File: src/rtl/types_pkg.sv
// Shared types for the fetch stage.
//   word_t        : 32-bit machine word
//   fetch_entry_t : buffered instruction tagged with its PC
//   INSTR_BYTES   : byte stride between consecutive instructions
//   align_word()  : clears the byte-offset bits of an address
package types_pkg;

  typedef logic [31:0] word_t;

  localparam int unsigned INSTR_BYTES = 4;

  typedef struct packed {
    word_t pc;
    word_t instr;
  } fetch_entry_t;

  function automatic word_t align_word(input word_t addr);
    return addr & ~word_t'(INSTR_BYTES - 1);
  endfunction

endpackage

File: src/rtl/fetch_fifo.sv
// Synchronous FIFO of fetch_entry_t used as the fetch buffer.
// Ports:
//   clk, reset  : clock, synchronous active-high reset
//   push        : write push_data (ignored when full unless popping)
//   push_data   : entry to enqueue
//   pop         : remove head (ignored when empty)
//   flush       : drop all entries; wins over push/pop
//   head        : current head entry (valid when !empty)
//   empty       : no entries held
//   count       : number of entries held (0..DEPTH)
module fetch_fifo
  import types_pkg::*;
#(
  parameter int unsigned DEPTH = 4
) (
  input  logic                         clk,
  input  logic                         reset,
  input  logic                         push,
  input  fetch_entry_t                 push_data,
  input  logic                         pop,
  input  logic                         flush,
  output fetch_entry_t                 head,
  output logic                         empty,
  output logic [$clog2(DEPTH+1)-1:0]   count
);

  localparam int unsigned AW = $clog2(DEPTH);
  localparam int unsigned CW = $clog2(DEPTH + 1);
  localparam logic [CW-1:0] FULL = CW'(DEPTH);

  fetch_entry_t    mem [DEPTH];
  logic [AW-1:0]   wr_ptr;
  logic [AW-1:0]   rd_ptr;
  logic            do_push;
  logic            do_pop;

  assign empty   = (count == '0);
  assign do_pop  = pop && !empty;
  // A full FIFO can still accept a write when the head leaves in the same cycle.
  assign do_push = push && ((count != FULL) || do_pop);
  assign head    = mem[rd_ptr];

  always_ff @(posedge clk) begin
    if (reset || flush) begin
      wr_ptr <= '0;
      rd_ptr <= '0;
      count  <= '0;
    end else begin
      if (do_push) wr_ptr <= wr_ptr + AW'(1);
      if (do_pop)  rd_ptr <= rd_ptr + AW'(1);
      count <= count + CW'(do_push) - CW'(do_pop);
    end
  end

  always_ff @(posedge clk) begin
    if (do_push && !flush && !reset) mem[wr_ptr] <= push_data;
  end

endmodule

File: src/rtl/instr_fetch_unit.sv
// Instruction fetch stage: issues in-order word requests over a
// req/gnt/rvalid interface, buffers PC-tagged responses and hands them to
// the core over valid/ready. A redirect flushes the buffer and marks every
// still-outstanding response for discard.
// Optional feature: define FETCH_BYPASS_EN to forward a response straight
// to the core in the same cycle when the buffer is empty.
// Ports:
//   clk, reset            : clock, synchronous active-high reset
//   redirect_i/_pc_i      : restart fetch at redirect_pc_i (word aligned)
//   imem_req_o/_addr_o    : request valid / word address
//   imem_gnt_i            : request accepted
//   imem_rvalid_i/_rdata_i: in-order response
//   instr_valid_o/instr_o/pc_o : buffer head to the core
//   instr_ready_i         : core consumes head
module instr_fetch_unit
  import types_pkg::*;
#(
  parameter int unsigned DEPTH           = 4,
  parameter int unsigned MAX_OUTSTANDING = 2,
  parameter word_t       RESET_PC        = 32'h0000_0000
) (
  input  logic        clk,
  input  logic        reset,
  input  logic        redirect_i,
  input  logic [31:0] redirect_pc_i,
  output logic        imem_req_o,
  output logic [31:0] imem_addr_o,
  input  logic        imem_gnt_i,
  input  logic        imem_rvalid_i,
  input  logic [31:0] imem_rdata_i,
  output logic        instr_valid_o,
  output logic [31:0] instr_o,
  output logic [31:0] pc_o,
  input  logic        instr_ready_i
);

  localparam int unsigned CW = $clog2(DEPTH + 1);
  localparam int unsigned OW = $clog2(MAX_OUTSTANDING + 1);
  localparam int unsigned SW = CW + 1;
  localparam logic [OW-1:0] MAX_O   = OW'(MAX_OUTSTANDING);
  localparam logic [SW-1:0] DEPTH_S = SW'(DEPTH);

  word_t          fetch_pc;
  word_t          resp_pc;
  logic [OW-1:0]  outstanding;
  logic [OW-1:0]  discard;

  logic [CW-1:0]  fifo_count;
  logic           fifo_empty;
  fetch_entry_t   fifo_head;
  logic           fifo_push;
  logic           fifo_pop;

  logic           accept;
  logic           rsp;
  logic           keep;
  logic           bypass;
  logic [SW-1:0]  occupancy;

  // A response with nothing outstanding is a protocol error and is ignored.
  assign rsp       = imem_rvalid_i && (outstanding != '0);
  assign keep      = rsp && (discard == '0);
  assign accept    = imem_req_o && imem_gnt_i;
  // Buffer space is reserved for every outstanding request, so a response
  // can always be pushed.
  assign occupancy = SW'(fifo_count) + SW'(outstanding);

  assign imem_req_o  = !reset && !redirect_i && (outstanding < MAX_O) &&
                       (occupancy < DEPTH_S);
  assign imem_addr_o = fetch_pc;

`ifdef FETCH_BYPASS_EN
  assign bypass  = keep && fifo_empty && !redirect_i;
  assign instr_o = fifo_empty ? imem_rdata_i : fifo_head.instr;
  assign pc_o    = fifo_empty ? resp_pc      : fifo_head.pc;
`else
  assign bypass  = 1'b0;
  assign instr_o = fifo_head.instr;
  assign pc_o    = fifo_head.pc;
`endif

  assign instr_valid_o = !reset && (!fifo_empty || bypass);
  assign fifo_pop      = instr_ready_i && !fifo_empty;
  // A bypassed word the core takes immediately never enters the buffer.
  assign fifo_push     = keep && !redirect_i && !(bypass && instr_ready_i);

  fetch_fifo #(
    .DEPTH (DEPTH)
  ) u_fifo (
    .clk       (clk),
    .reset     (reset),
    .push      (fifo_push),
    .push_data ('{pc: resp_pc, instr: imem_rdata_i}),
    .pop       (fifo_pop),
    .flush     (redirect_i),
    .head      (fifo_head),
    .empty     (fifo_empty),
    .count     (fifo_count)
  );

  always_ff @(posedge clk) begin
    if (reset) begin
      fetch_pc    <= RESET_PC;
      resp_pc     <= RESET_PC;
      outstanding <= '0;
      discard     <= '0;
    end else begin
      outstanding <= outstanding + OW'(accept) - OW'(rsp);
      if (redirect_i) begin
        fetch_pc <= align_word(redirect_pc_i);
        resp_pc  <= align_word(redirect_pc_i);
        // Everything still in flight after this cycle belongs to the old stream.
        discard  <= outstanding - OW'(rsp);
      end else begin
        if (accept) fetch_pc <= fetch_pc + word_t'(INSTR_BYTES);
        if (rsp) begin
          if (discard != '0) discard <= discard - OW'(1);
          else               resp_pc <= resp_pc + word_t'(INSTR_BYTES);
        end
      end
    end
  end

`ifndef SYNTHESIS
  rvalid_needs_outstanding: assert property (
    @(posedge clk) disable iff (reset) imem_rvalid_i |-> (outstanding != '0));
`endif

endmodule

File: config.mk
export PLATFORM = sky130hd
export DESIGN_NAME = instr_fetch_unit
export DESIGN_NICKNAME = d
export VERILOG_FILES = /design/src/rtl/types_pkg.sv /design/src/rtl/fetch_fifo.sv /design/src/rtl/instr_fetch_unit.sv
export SDC_FILE = /design/constraint.sdc
export NUM_CORES = 1
export LEC_CHECK = 0
export BUFFER_PORTS_ARGS = -buffer_cell sky130_fd_sc_hd__buf_4
export CAP_MARGIN = 30
export CORE_MARGIN = 3
export CORE_UTILIZATION = 25
export CTS_CLUSTER_SIZE = 8
export DETAILED_ROUTE_END_ITERATION = 10
export PLACE_DENSITY_LB_ADDON = 0.3
export SLEW_MARGIN = 20
export SYNTH_ARGS = -nofsm -noshare
export SYNTH_HDL_FRONTEND = slang
export SYNTH_SLANG_ARGS = --single-unit
File: constraint.sdc
create_clock -name clk -period 4.2 [get_ports clk]
set_input_delay 0.21 -clock clk [delete_from_list [all_inputs] [get_ports clk]]
set_output_delay 0.21 -clock clk [all_outputs]
set_load 0.05 [all_outputs]
==> summary.md <==
| Metric | Value |
|---|---|
| Setup crit start kind | flop |
| Fin nets | 1158 |
| Crit path top cell by count | buf_4 |
| Hold slack | 0.04005 ns |
| Post-synthesis sequential area ratio | 67.53% |
| Fin Setup TNS | 0 ns |
| Power Total | about 7.7 mW |
| Top fanout value on the critical path | 37 |
| # diodes | 0 |
| Clock root cell | clkbuf_16 |
| Status | finished, final reports clean |
| Detailed Route Iter0 Violations | roughly 620 |
| Yosys warns | 0 |
| Largest net degree at the start of global routing | 54 |
| Die ar. | between 0.05 and 0.06 mm^2 |
| Final wirelength | 33930 um |
| Combinational Power Share | 9.8% |
| Rows | 83 |
| Vias in the first global route | 8514 |
| Initial antenna violation count | 0 |
| Final Util | 32.84% |
| Post-synth EDFFs | 248 |
| Clock power share | 43.0% |
| Period Utilization, post-route | ~68% |
| Reg power frac | 47.3% |
| Sw Share | between 20% and 30% |
| Final min period | ~2.8 ns |
| Data arrival, critical path | 2.63 ns |
| Final Max Tran Viols | 0 |
| H-Tree Level Count | 2 |
| Count of final setup violators | 0 |
| Vias/cell | around 4.7 |
| HP Class | in2reg |
| Post-synth top flop | edfxtp_1 |
| Layout cell share with drive strength beyond 1 | 27.50% |
| DRC | 0 |
| Clk buf depth | 3 |
| Reg clk slew, reported paths | about 0.05 ns |
| DP Cell Count | ~1.7k |
| CTS tree | yes |
| Crit path cell chain | buf_4, mux4_2, buf_4 |
| Commonest non-fill, non-tap cell in the layout | edfxtp_1 |
| Distinct cells, synth | 57 |
| Die Span Y | 235.7 um |
| Synthesis-to-finish area growth | 28.74% |
| Post-Syn Area per Cell | around 16 um^2 |
| WS Path Type | reg2out |
| Starting Density | 25.51% |
| Fmax achieved | 351.7 MHz |
| Max transition margin | 40.09% |
| Worst Skew | roughly 0.020 ns |
| Register bit count reported by yosys | 321 |
| Hpwl dp | 21930 um |
| I/O Pins | about 170 |
| Worst path max stage delay | approximately 0.85 ns |
| Synth async-reset ratio | 0% |
| Maxcap violations | 0 |
| Count of final hold-check violations | 0 |
| Grt total ovfl | 0 |
| GRT Overall Usage | 12.02% |
| Antenna-violating nets left | 0 |
| Vias post-DR | 8283 |
| Post-synthesis cell count | 851 |
| Slew at the pin with the worst max-slew slack | 0.8904 ns |
| Chip width | ~240 um |
| PwrDens | approximately 450 mW/mm^2 |
| RSZ-0062 raised after global routing | no |
| TritonCTS Buffers | 46 |
| CP required | 3.99 ns |
| Worst setup EP type | output pin |
| WL/cell | 19.16 um |
| Worst-skew pair later-pin latency | 0.55 ns |
| Internal power | 5.821 mW |
| Pleak | about 5.7 nW |
| Global-route wire length before repair | 51930 um |
| Psw | 1.864 mW |
| Layout Cells excl Fill | 1771 |
| First-pass detailed-route iteration total | 4 |
| Routability Congestion | approximately 0.73 |
| Core Region | 0.05172 mm^2 |
| Peak VDD IR | around 260 uV |
| Synth Cell Area | 0.01319 mm^2 |
| Commonest cells after routing, fill and taps aside | 248 x edfxtp_1, 171 x buf_4, 71 x dfxtp_1 |
| CTS Sinks | ~320 |
| Slowest-stage cell, CP | dfxtp_4 |
| IO buf count | ~160 |
==> flip-flops by register name (all words and copies together) (netlist names), named ones only <==
| register | flops |
|---|---|
| discard | 2 |
| resp_pc | 30 |
| outstanding | 2 |
| imem_addr_o | 30 |
| u_fifo.wr_ptr | 2 |
| u_fifo.rd_ptr | 2 |
| u_fifo.mem | 248 |
| u_fifo.count | 3 |
==> cells by family after synthesis <==
logic type	count (synthesis)	synth area share (%)
other	1	0.02843
multiplexers	64	10.74
buffers and inverters	84	2.551
XOR/XNOR	18	1.195
AO/OA/AOI/OAI	132	7.360
flip-flops	321	67.53
AND/OR/NAND/NOR	217	9.210
adder cells (fa/ha/maj)	14	1.385
==> synthesized netlist by cell type (5+ instances only) <==
master	number	area, um^2
edfxtp_1	248	7447
dfxtp_1	73	1461
mux4_2	62	1396
clkbuf_1	37	138.9
nand2_1	37	138.9
inv_1	30	112.6
nand3_1	28	140.1
nor2_1	28	105.1
a31oi_1	20	125.1
nand4_1	19	118.9
o31a_1	18	157.7
nor3_1	16	80.08
or3_1	15	93.84
or4_1	15	112.6
a21oi_1	14	70.07
and2_1	14	87.58
ha_1	13	162.7
xnor2_1	13	113.9
and3_1	12	75.07
nor4_1	12	75.07
o21ai_0	12	60.06
and4_1	9	78.83
buf_1	9	33.78
o311ai_0	9	78.83
a211oi_1	8	60.06
o211ai_1	7	52.55
o31ai_1	7	52.55
a32oi_1	6	52.55
o21a_1	6	45.04
a311oi_1	5	43.79
buf_4	5	37.54
xor2_1	5	43.79
==> power groups by stage <==
stage | Clock [mW] | Combinational (mW) | Sequential [mW]
after floorplan | 0 | 0.425 | 3.71
after global placement | 0 | 0.713 | 3.69
after detailed placement | 0 | 0.720 | 3.69
after CTS | 3.43 | 0.762 | 3.63
after global routing | 3.55 | 0.811 | 3.64
final | 3.30 | 0.751 | 3.63
==> per-stage QoR <==
step	cell area, um^2	setup slack [ns]
2_1_floorplan	13200	1.117
3_3_place_gp	15210	1.411
3_5_place_dp	15210	1.381
4_1_cts	16980	1.186
5_1_grt	16980	1.110
6_report	16980	1.357
==> timing repair <==
action / 4_1_cts / 5_1_grt
buffers inserted: 0 / 0
hold buffers: 50 / 0
endpoints found under the hold margin: 158 / 0
resized for setup: 0 / 0
==> worst paths after layout <==
check | endpoint | slack [ns] | start | depth (start not counted)
max | instr_o[25] | 1.36 | flop | 3
min | imem_addr_o[7] | 0.04 | redirect_pc_i[7] | 4
max reg2reg | resp_pc[17] | 1.40 | discard[0] | 6
min reg2reg | imem_addr_o[31] | 0.53 | imem_addr_o[31] | 2
==> critical path, delay by kind of cell (launching register included) <==
| family | cells | cell delay (ns) |
|---|---|---|
| flops | 1 | 0.85 |
| buf+inv | 2 | 0.62 |
| mux | 1 | 0.57 |
==> cell type report <==
type	count	area (um^2)
well taps	680	850.8
repair buffers	225	1864
clock inverters	4	38.79
multi-input cells	449	3968
fillers	5055	34730
flip-flops and latches	321	8916
clock buffers	61	1229
inverters	31	116.4
==> layer usage <==
metal,vias up,global-route usage (%),share of wire [%]
li1,3870,-,-
met1,4111,16.49,46
met2,243,19.15,46
met3,59,2.566,5.3
met4,0,3.614,2.2
met5,-,0,0
Power figures use the tool's default switching activity.
